File: config.mk
export PLATFORM = sky130hd
export DESIGN_NAME = matmul_mem_ctrl
export DESIGN_NICKNAME = d
export VERILOG_FILES = /design/src/rtl/matmul_mem_ctrl.sv
export SDC_FILE = /design/constraint.sdc
export NUM_CORES = 1
export LEC_CHECK = 0
export ABC_AREA = 1
export BUFFER_PORTS_ARGS = -buffer_cell sky130_fd_sc_hd__buf_2
export CAP_MARGIN = 20
export CORE_AREA = 2 2 286 288
export CTS_BUF_LIST = sky130_fd_sc_hd__clkbuf_4
export DETAILED_ROUTE_END_ITERATION = 12
export DIE_AREA = 0 0 288 290
export GPL_TIMING_DRIVEN = 0
export SKIP_LAST_GASP = 1
export SLEW_MARGIN = 20
export SYNTH_ARGS = -nofsm -noshare
export SYNTH_HDL_FRONTEND = slang
export SYNTH_SLANG_ARGS = --single-unit
File: constraint.sdc
create_clock -name clk -period 2.85 [get_ports clk]
set_input_delay 0.285 -clock clk [delete_from_list [all_inputs] [get_ports clk]]
set_output_delay 0.285 -clock clk [all_outputs]
set_load 0.01 [all_outputs]
File: src/rtl/matmul_mem_ctrl.sv
// Memory-side controller for a tiled matmul engine.
// Routes host writes into the A/B BRAM banks, forwards engine addresses
// during compute, then drains the C row-banks as a valid/ready stream.
// Optional build macro MATMUL_MEM_CTRL_OR_MERGE_EN: each drain beat is the
// bitwise OR of every C bank slice for the row (BB_SIZE beats total) instead
// of the sequential per-bank drain (NUM_BANKS*BB_SIZE beats).
module matmul_mem_ctrl #(
    parameter int NUM_BANKS = 2,
    parameter int DWIDTH    = 16,
    parameter int BB_SIZE   = 8,
    parameter int AWIDTH    = 7,
    localparam int WW = BB_SIZE * DWIDTH,
    localparam int BW = (NUM_BANKS > 1) ? $clog2(NUM_BANKS) : 1
) (
    input  logic                        clk,
    input  logic                        reset_0,
    input  logic                        host_we,
    input  logic                        host_sel_b,
    input  logic [BW-1:0]               host_bank,
    input  logic [AWIDTH-1:0]           host_addr,
    input  logic [WW-1:0]               host_data,
    input  logic                        start,
    input  logic [NUM_BANKS*AWIDTH-1:0] eng_a_addr,
    input  logic [NUM_BANKS*AWIDTH-1:0] eng_b_addr,
    input  logic                        eng_done,
    output logic                        eng_start,
    output logic [NUM_BANKS*AWIDTH-1:0] bram_a_addr,
    output logic [NUM_BANKS*AWIDTH-1:0] bram_b_addr,
    output logic [NUM_BANKS-1:0]        bram_a_we,
    output logic [NUM_BANKS-1:0]        bram_b_we,
    output logic [WW-1:0]               bram_wdata,
    output logic [AWIDTH-1:0]           c_rd_addr,
    input  logic [NUM_BANKS*WW-1:0]     c_rd_data,
    output logic [WW-1:0]               out_data,
    output logic                        out_valid,
    input  logic                        out_ready,
    output logic                        busy,
    output logic                        done
);

    localparam int RW = (BB_SIZE > 1) ? $clog2(BB_SIZE) : 1;

    typedef enum logic [2:0] {
        S_IDLE,
        S_COMPUTE,
        S_DRAIN_RD,
        S_DRAIN_OUT,
        S_FINISH
    } state_t;

    state_t                        state_q, state_d;
    logic [RW-1:0]                 row_q, row_d;
    logic [BW-1:0]                 bank_q, bank_d;
    logic [NUM_BANKS*AWIDTH-1:0]   bram_a_addr_q, bram_b_addr_q;
    logic [NUM_BANKS-1:0]          bram_a_we_q, bram_b_we_q;
    logic [WW-1:0]                 bram_wdata_q;
    logic                          eng_start_q;
    logic [AWIDTH-1:0]             c_rd_addr_q;
    logic [WW-1:0]                 out_data_q;
    logic [WW-1:0]                 beat_data;
    logic                          last_row;
    logic                          host_bank_ok;

    assign last_row     = (row_q == RW'(BB_SIZE - 1));
    // A bank index beyond NUM_BANKS (possible when NUM_BANKS is not a power of two) drops the write.
    assign host_bank_ok = (32'(host_bank) < NUM_BANKS);

`ifdef MATMUL_MEM_CTRL_OR_MERGE_EN
    // Merge every bank's slice of the current row into one beat.
    always_comb begin
        beat_data = '0;
        for (int k = 0; k < NUM_BANKS; k++) begin
            beat_data = beat_data | c_rd_data[k*WW +: WW];
        end
    end
`else
    assign beat_data = c_rd_data[bank_q*WW +: WW];
`endif

    // Next-state and drain row/bank counter logic.
    always_comb begin
        state_d = state_q;
        row_d   = row_q;
        bank_d  = bank_q;
        case (state_q)
            S_IDLE: begin
                if (start) state_d = S_COMPUTE;
            end
            S_COMPUTE: begin
                if (eng_done) begin
                    state_d = S_DRAIN_RD;
                    row_d   = '0;
                    bank_d  = '0;
                end
            end
            S_DRAIN_RD: begin
                state_d = S_DRAIN_OUT;
            end
            S_DRAIN_OUT: begin
                if (out_ready) begin
                    if (last_row) begin
                        row_d = '0;
`ifdef MATMUL_MEM_CTRL_OR_MERGE_EN
                        state_d = S_FINISH;
`else
                        if (bank_q == BW'(NUM_BANKS - 1)) begin
                            state_d = S_FINISH;
                        end else begin
                            bank_d  = bank_q + 1'b1;
                            state_d = S_DRAIN_RD;
                        end
`endif
                    end else begin
                        row_d   = row_q + 1'b1;
                        state_d = S_DRAIN_RD;
                    end
                end
            end
            S_FINISH: begin
                state_d = S_IDLE;
            end
            default: state_d = S_IDLE;
        endcase
    end

    // State and drain counter registers.
    always_ff @(posedge clk) begin
        if (reset_0) begin
            state_q <= S_IDLE;
            row_q   <= '0;
            bank_q  <= '0;
        end else begin
            state_q <= state_d;
            row_q   <= row_d;
            bank_q  <= bank_d;
        end
    end

    // BRAM-side registers: host writes, engine address forwarding, drain capture.
    always_ff @(posedge clk) begin
        if (reset_0) begin
            bram_a_addr_q <= '0;
            bram_b_addr_q <= '0;
            bram_a_we_q   <= '0;
            bram_b_we_q   <= '0;
            bram_wdata_q  <= '0;
            eng_start_q   <= 1'b0;
            c_rd_addr_q   <= '0;
            out_data_q    <= '0;
        end else begin
            bram_a_we_q <= '0;
            bram_b_we_q <= '0;
            eng_start_q <= (state_q == S_IDLE) && start;
            case (state_q)
                S_IDLE: begin
                    if (host_we && host_bank_ok) begin
                        bram_wdata_q <= host_data;
                        if (host_sel_b) begin
                            bram_b_addr_q[host_bank*AWIDTH +: AWIDTH] <= host_addr;
                            bram_b_we_q[host_bank]                    <= 1'b1;
                        end else begin
                            bram_a_addr_q[host_bank*AWIDTH +: AWIDTH] <= host_addr;
                            bram_a_we_q[host_bank]                    <= 1'b1;
                        end
                    end
                end
                S_COMPUTE: begin
                    bram_a_addr_q <= eng_a_addr;
                    bram_b_addr_q <= eng_b_addr;
                end
                S_DRAIN_RD: begin
                    out_data_q <= beat_data;
                end
                default: ;
            endcase
            // Present the row address for the whole DRAIN_RD cycle so the data is ready at its end.
            if (state_d == S_DRAIN_RD) c_rd_addr_q <= AWIDTH'(row_d);
        end
    end

    assign eng_start   = eng_start_q;
    assign bram_a_addr = bram_a_addr_q;
    assign bram_b_addr = bram_b_addr_q;
    assign bram_a_we   = bram_a_we_q;
    assign bram_b_we   = bram_b_we_q;
    assign bram_wdata  = bram_wdata_q;
    assign c_rd_addr   = c_rd_addr_q;
    assign out_data    = out_data_q;
    assign out_valid   = (state_q == S_DRAIN_OUT);
    assign busy        = (state_q != S_IDLE);
    assign done        = (state_q == S_FINISH);

endmodule

==> flow_summary.yaml <==
yosys:
  synth-seq-area-share: 0.472
  synth.avg_cell_area_um2: 7.71
  synth_compound_gate_area_share: 0.182
  synthXorXnorAreaFrac: 0
  post_synth_instance_area_um2: 12700
  syn_inst: 1645
  share_of_synthesized_cell_area_in_and_or_nand_and_nor_gates: 0.266
  post_synth_fa_ha_maj_area_fraction: 0.00197
  ys_seq_elements: 299
  ys_types: 32
  main_combinational_cell_family_by_area_after_synthesis: "simple AND/OR/NAND/NOR gates"
  synth_mux_area_frac: 0
  ys_warn_count: 0
critical_path:
  cell_with_the_largest_stage_delay_on_the_worst_path: "sky130_fd_sc_hd__dlygate4sd3_1"
  crit_required_ns: 3.51
  rrSetupSlack_ns: 0.24
  timing.critical_path.buf_inv: 6
  timing.critical_path.from_type: "flop"
  length_in_cells_of_the_worst_reg_to_reg_path: 8
  regToRegStartpoint: "state_q[0]"
  worstPathMaxFanout: 10
  endpoint_kind: "flop"
  worst_path_largest_cell_delay_ns: 0.62
  cp_top_family: "buffers and inverters"
  path_class: "reg2reg"
  data_arrival_time_of_the_critical_path_ns: 3.27
  crit-reg2reg-capture: "out_data[17]"
  critical_path.cell_chain: "buf_2, inv_1, nand3_2, inv_2, buf_4, clkbuf_1, a31oi_1, dlygate4sd3_1"
outcome:
  outcome: "finished clean"
min_path:
  whs_endpoint: "bram_a_addr[11]"
  hold_start: "host_addr[4]"
  holdPathStages: 5
  min-delay-path-class: "in2reg"
power:
  power.ir.vdd_worst_uv: 343
  totalPowerFinal_mw: 12.0
  power.density_nw_per_um2: 518
  power_leakage_nw: 11.2
global_route:
  largest_net_degree_at_the_start_of_global_routing: 14
  grt_util_all_layers: 0.167
  grt_first_pass_wirelength_mm: 106
  antenna_found_initial: 7
  groute.layer.met2.usage: 0.282
  gr-max-usage-layer: "met2"
  first_global_vias: 18000
  grtUsageMet3: 0.0421
  globalRoute.totalOverflow: 0
  global_route.usage.met1: 0.183
die:
  coreArea_um2: 80200
  floorplan.initialDensity: 0.158
  chipWidth_um: 288
  chipHeight_um: 290
  floorplan.rows: 104
  top_level_ports: 726
  die_area_um2: 83500
detailed_routing:
  routed_wl_mm: 72.7
  routedWlPerCell_um: 18.0
  routed_vias: 17200
  drc: 0
  drtIter0Drc: 966
  detail_route_antenna_nets: 0
  detail_route.first_pass.iterations: 5
  vias_per_cell: 4.26
clock_network:
  cts_max_level: 3
  cts_post_setup_buffers_inserted: 0
  clock_sinks: 299
  worst_skew_pair.late_latency_ns: 0.85
  cts.clk_slew.worst_paths_ns: 0.06
  cts-root-buf: "sky130_fd_sc_hd__clkbuf_4"
  cts_buffers: 89
  cts-root-to-sink-buffers: 3
  clock_tree_from_tritoncts: "yes"
timing:
  setup_repair_after_global_routing_missed_its_margin: "false"
  finalClockSkew_ns: 0.0610
  period_share: 0.915
  timing.final.max_slew_violations: 0
  tightest_slew_ns: 1.04
  final.hold.worst_slack_ns: 0.121
  finalHoldViolations: 0
  period_needed_ns: 2.61
  timing.setup.tns_ns: 0
  clock.fmax_mhz: 383
  timing.max_slew.rel_slack: 0.306
  finalSetupViolations: 0
layout:
  finalNonFillerCells: 4035
  final_layout_size_suffix_gt1_frac: 0.347
  area_delta_synth_final_pct: 83.0
  final-seq-area_um2: 5990
  finalNetCount: 3339
  n_fill_cell: 8541
  area_of_the_multi_input_gates_um2: 5720
flow_run:
  max_cap_violations: 0
placed_design:
  dp_hpwl_mm: 53.2
  io_buffer_count: 720
  dp_cells: 3428
  gpl.final_weighted_congestion: 0.907
==> cells by family after synthesis <==
logic type,Yosys count
adders and majority gates,2
and+or+nand+nor,719
DFF,299
buffers and inverters,203
AOI/OAI and AO/OA,421
other,1
==> synth_stat cells <==
cell	n	share of area
sky130_fd_sc_hd__nand2_4	1	0.00089
sky130_fd_sc_hd__nand4_1	1	0.00049
sky130_fd_sc_hd__o21ai_1	48	0.019
sky130_fd_sc_hd__or2_2	1	0.00049
sky130_fd_sc_hd__dfxtp_1	299	0.47
sky130_fd_sc_hd__nand2_1	492	0.15
sky130_fd_sc_hd__a31oi_4	2	0.0034
sky130_fd_sc_hd__inv_4	2	0.00099
sky130_fd_sc_hd__nor2_2	1	0.00049
sky130_fd_sc_hd__buf_1	2	0.00059
sky130_fd_sc_hd__nand3_1	61	0.024
sky130_fd_sc_hd__buf_6	10	0.0089
sky130_fd_sc_hd__ha_1	2	0.0020
sky130_fd_sc_hd__nand3_2	83	0.065
sky130_fd_sc_hd__a21oi_1	129	0.051
sky130_fd_sc_hd__o211ai_1	1	0.00059
sky130_fd_sc_hd__nor3b_1	1	0.00059
sky130_fd_sc_hd__inv_2	1	0.00030
sky130_fd_sc_hd__buf_2	40	0.016
sky130_fd_sc_hd__buf_4	24	0.014
sky130_fd_sc_hd__buf_12	1	0.0016
sky130_fd_sc_hd__nor2_8	2	0.0032
sky130_fd_sc_hd__o21ai_0	110	0.043
sky130_fd_sc_hd__nor3_1	1	0.00039
sky130_fd_sc_hd__inv_1	52	0.015
sky130_fd_sc_hd__clkinv_1	2	0.00059
sky130_fd_sc_hd__conb_1	1	0.00030
sky130_fd_sc_hd__nor2_1	66	0.020
sky130_fd_sc_hd__a31oi_1	131	0.065
sky130_fd_sc_hd__nor4_1	4	0.0020
sky130_fd_sc_hd__clkbuf_1	69	0.020
sky130_fd_sc_hd__nand2_2	5	0.0025
==> power by group <==
part	internal, mW	total, mW	switching, mW
Sequential	4.56	4.77	0.212
Clock	2.04	4.08	2.04
Combinational	1.47	3.18	1.72
Total	8.07	12.0	3.97
==> what timing repair did <==
item / in CTS / in global routing
hold buffers: 450 / 0
resized for setup: 0 / 8
endpoints found under the hold margin: 299 / 0
endpoints found under the setup margin: 0 / 51
==> registers in the layout (all words and copies together) (netlist names) <==
register	cells
bram_b_addr	14
state_q	3
c_rd_addr	3
row_q	3
eng_start	1
bram_wdata	128
bram_b_we	2
bank_q	1
bram_a_we	2
out_data	128
bram_a_addr	14
==> worst reg2reg max path, stage by stage (launching register included) <==
cell and delay (ns):
sky130_fd_sc_hd__dfxtp_1 0.29, sky130_fd_sc_hd__buf_2 0.20, sky130_fd_sc_hd__inv_1 0.12, sky130_fd_sc_hd__nand3_2 0.11, sky130_fd_sc_hd__inv_2 0.14, sky130_fd_sc_hd__buf_4 0.25
sky130_fd_sc_hd__clkbuf_1 0.56, sky130_fd_sc_hd__a31oi_1 0.19, sky130_fd_sc_hd__dlygate4sd3_1 0.62
==> per-stage QoR <==
stage	area, um2	util	setup slack (ns)
CTS	23200	0.289	0.0204
global placement	17600	0.220	0.393
global route	23200	0.290	0.146
detailed placement	17600	0.220	0.309
finish	23200	0.290	0.241
floorplan	12700	-	1.46
==> cells in the final DEF, fill, tap and decap left out, drive strengths merged, types with 13 or more instances in the layout <==
cell / Yosys / routed
clkbuf: 69 / 190
buf: 77 / 798
a31oi: 133 / 133
clkinv: 2 / 21
o21ai: 158 / 158
a21oi: 129 / 129
nor2: 69 / 69
diode: 0 / 13
dlygate4sd3: 0 / 450
inv: 55 / 56
nand2: 498 / 498
dfxtp: 299 / 299
nand3: 144 / 144
==> worst max path at each step <==
stage | startpoint | endpoint | cells past startpoint
after floorplan | state_q[0] | c_rd_addr[2] | 8
after global placement | bank_q | out_data[46] | 5
after detailed placement | bank_q | out_data[46] | 5
after CTS | bank_q | out_data[90] | 6
after global routing | state_q[0] | out_data[17] | 8
final | state_q[0] | out_data[17] | 8
==> area by class of cell <==
class | instances | share of cell area
Antenna cell | 13 | 0.00140
Buffer | 146 | 0.0337
Clock buffer | 121 | 0.0391
Clock inverter | 22 | 0.00576
Inverter | 57 | 0.00943
Multi-Input combinational cell | 1146 | 0.246
Sequential cell | 299 | 0.258
Tap cell | 1060 | 0.0571
Timing Repair Buffer | 1171 | 0.350
==> metal layers <==
| metal | share of wire | vias up |
|---|---|---|
| li1 | - | 8099 |
| met3 | 0.075 | 258 |
| met2 | 0.47 | 888 |
| met5 | 0.00018 | - |
| met4 | 0.069 | 2 |
| met1 | 0.39 | 7952 |
(Power assumes the default switching activity.)
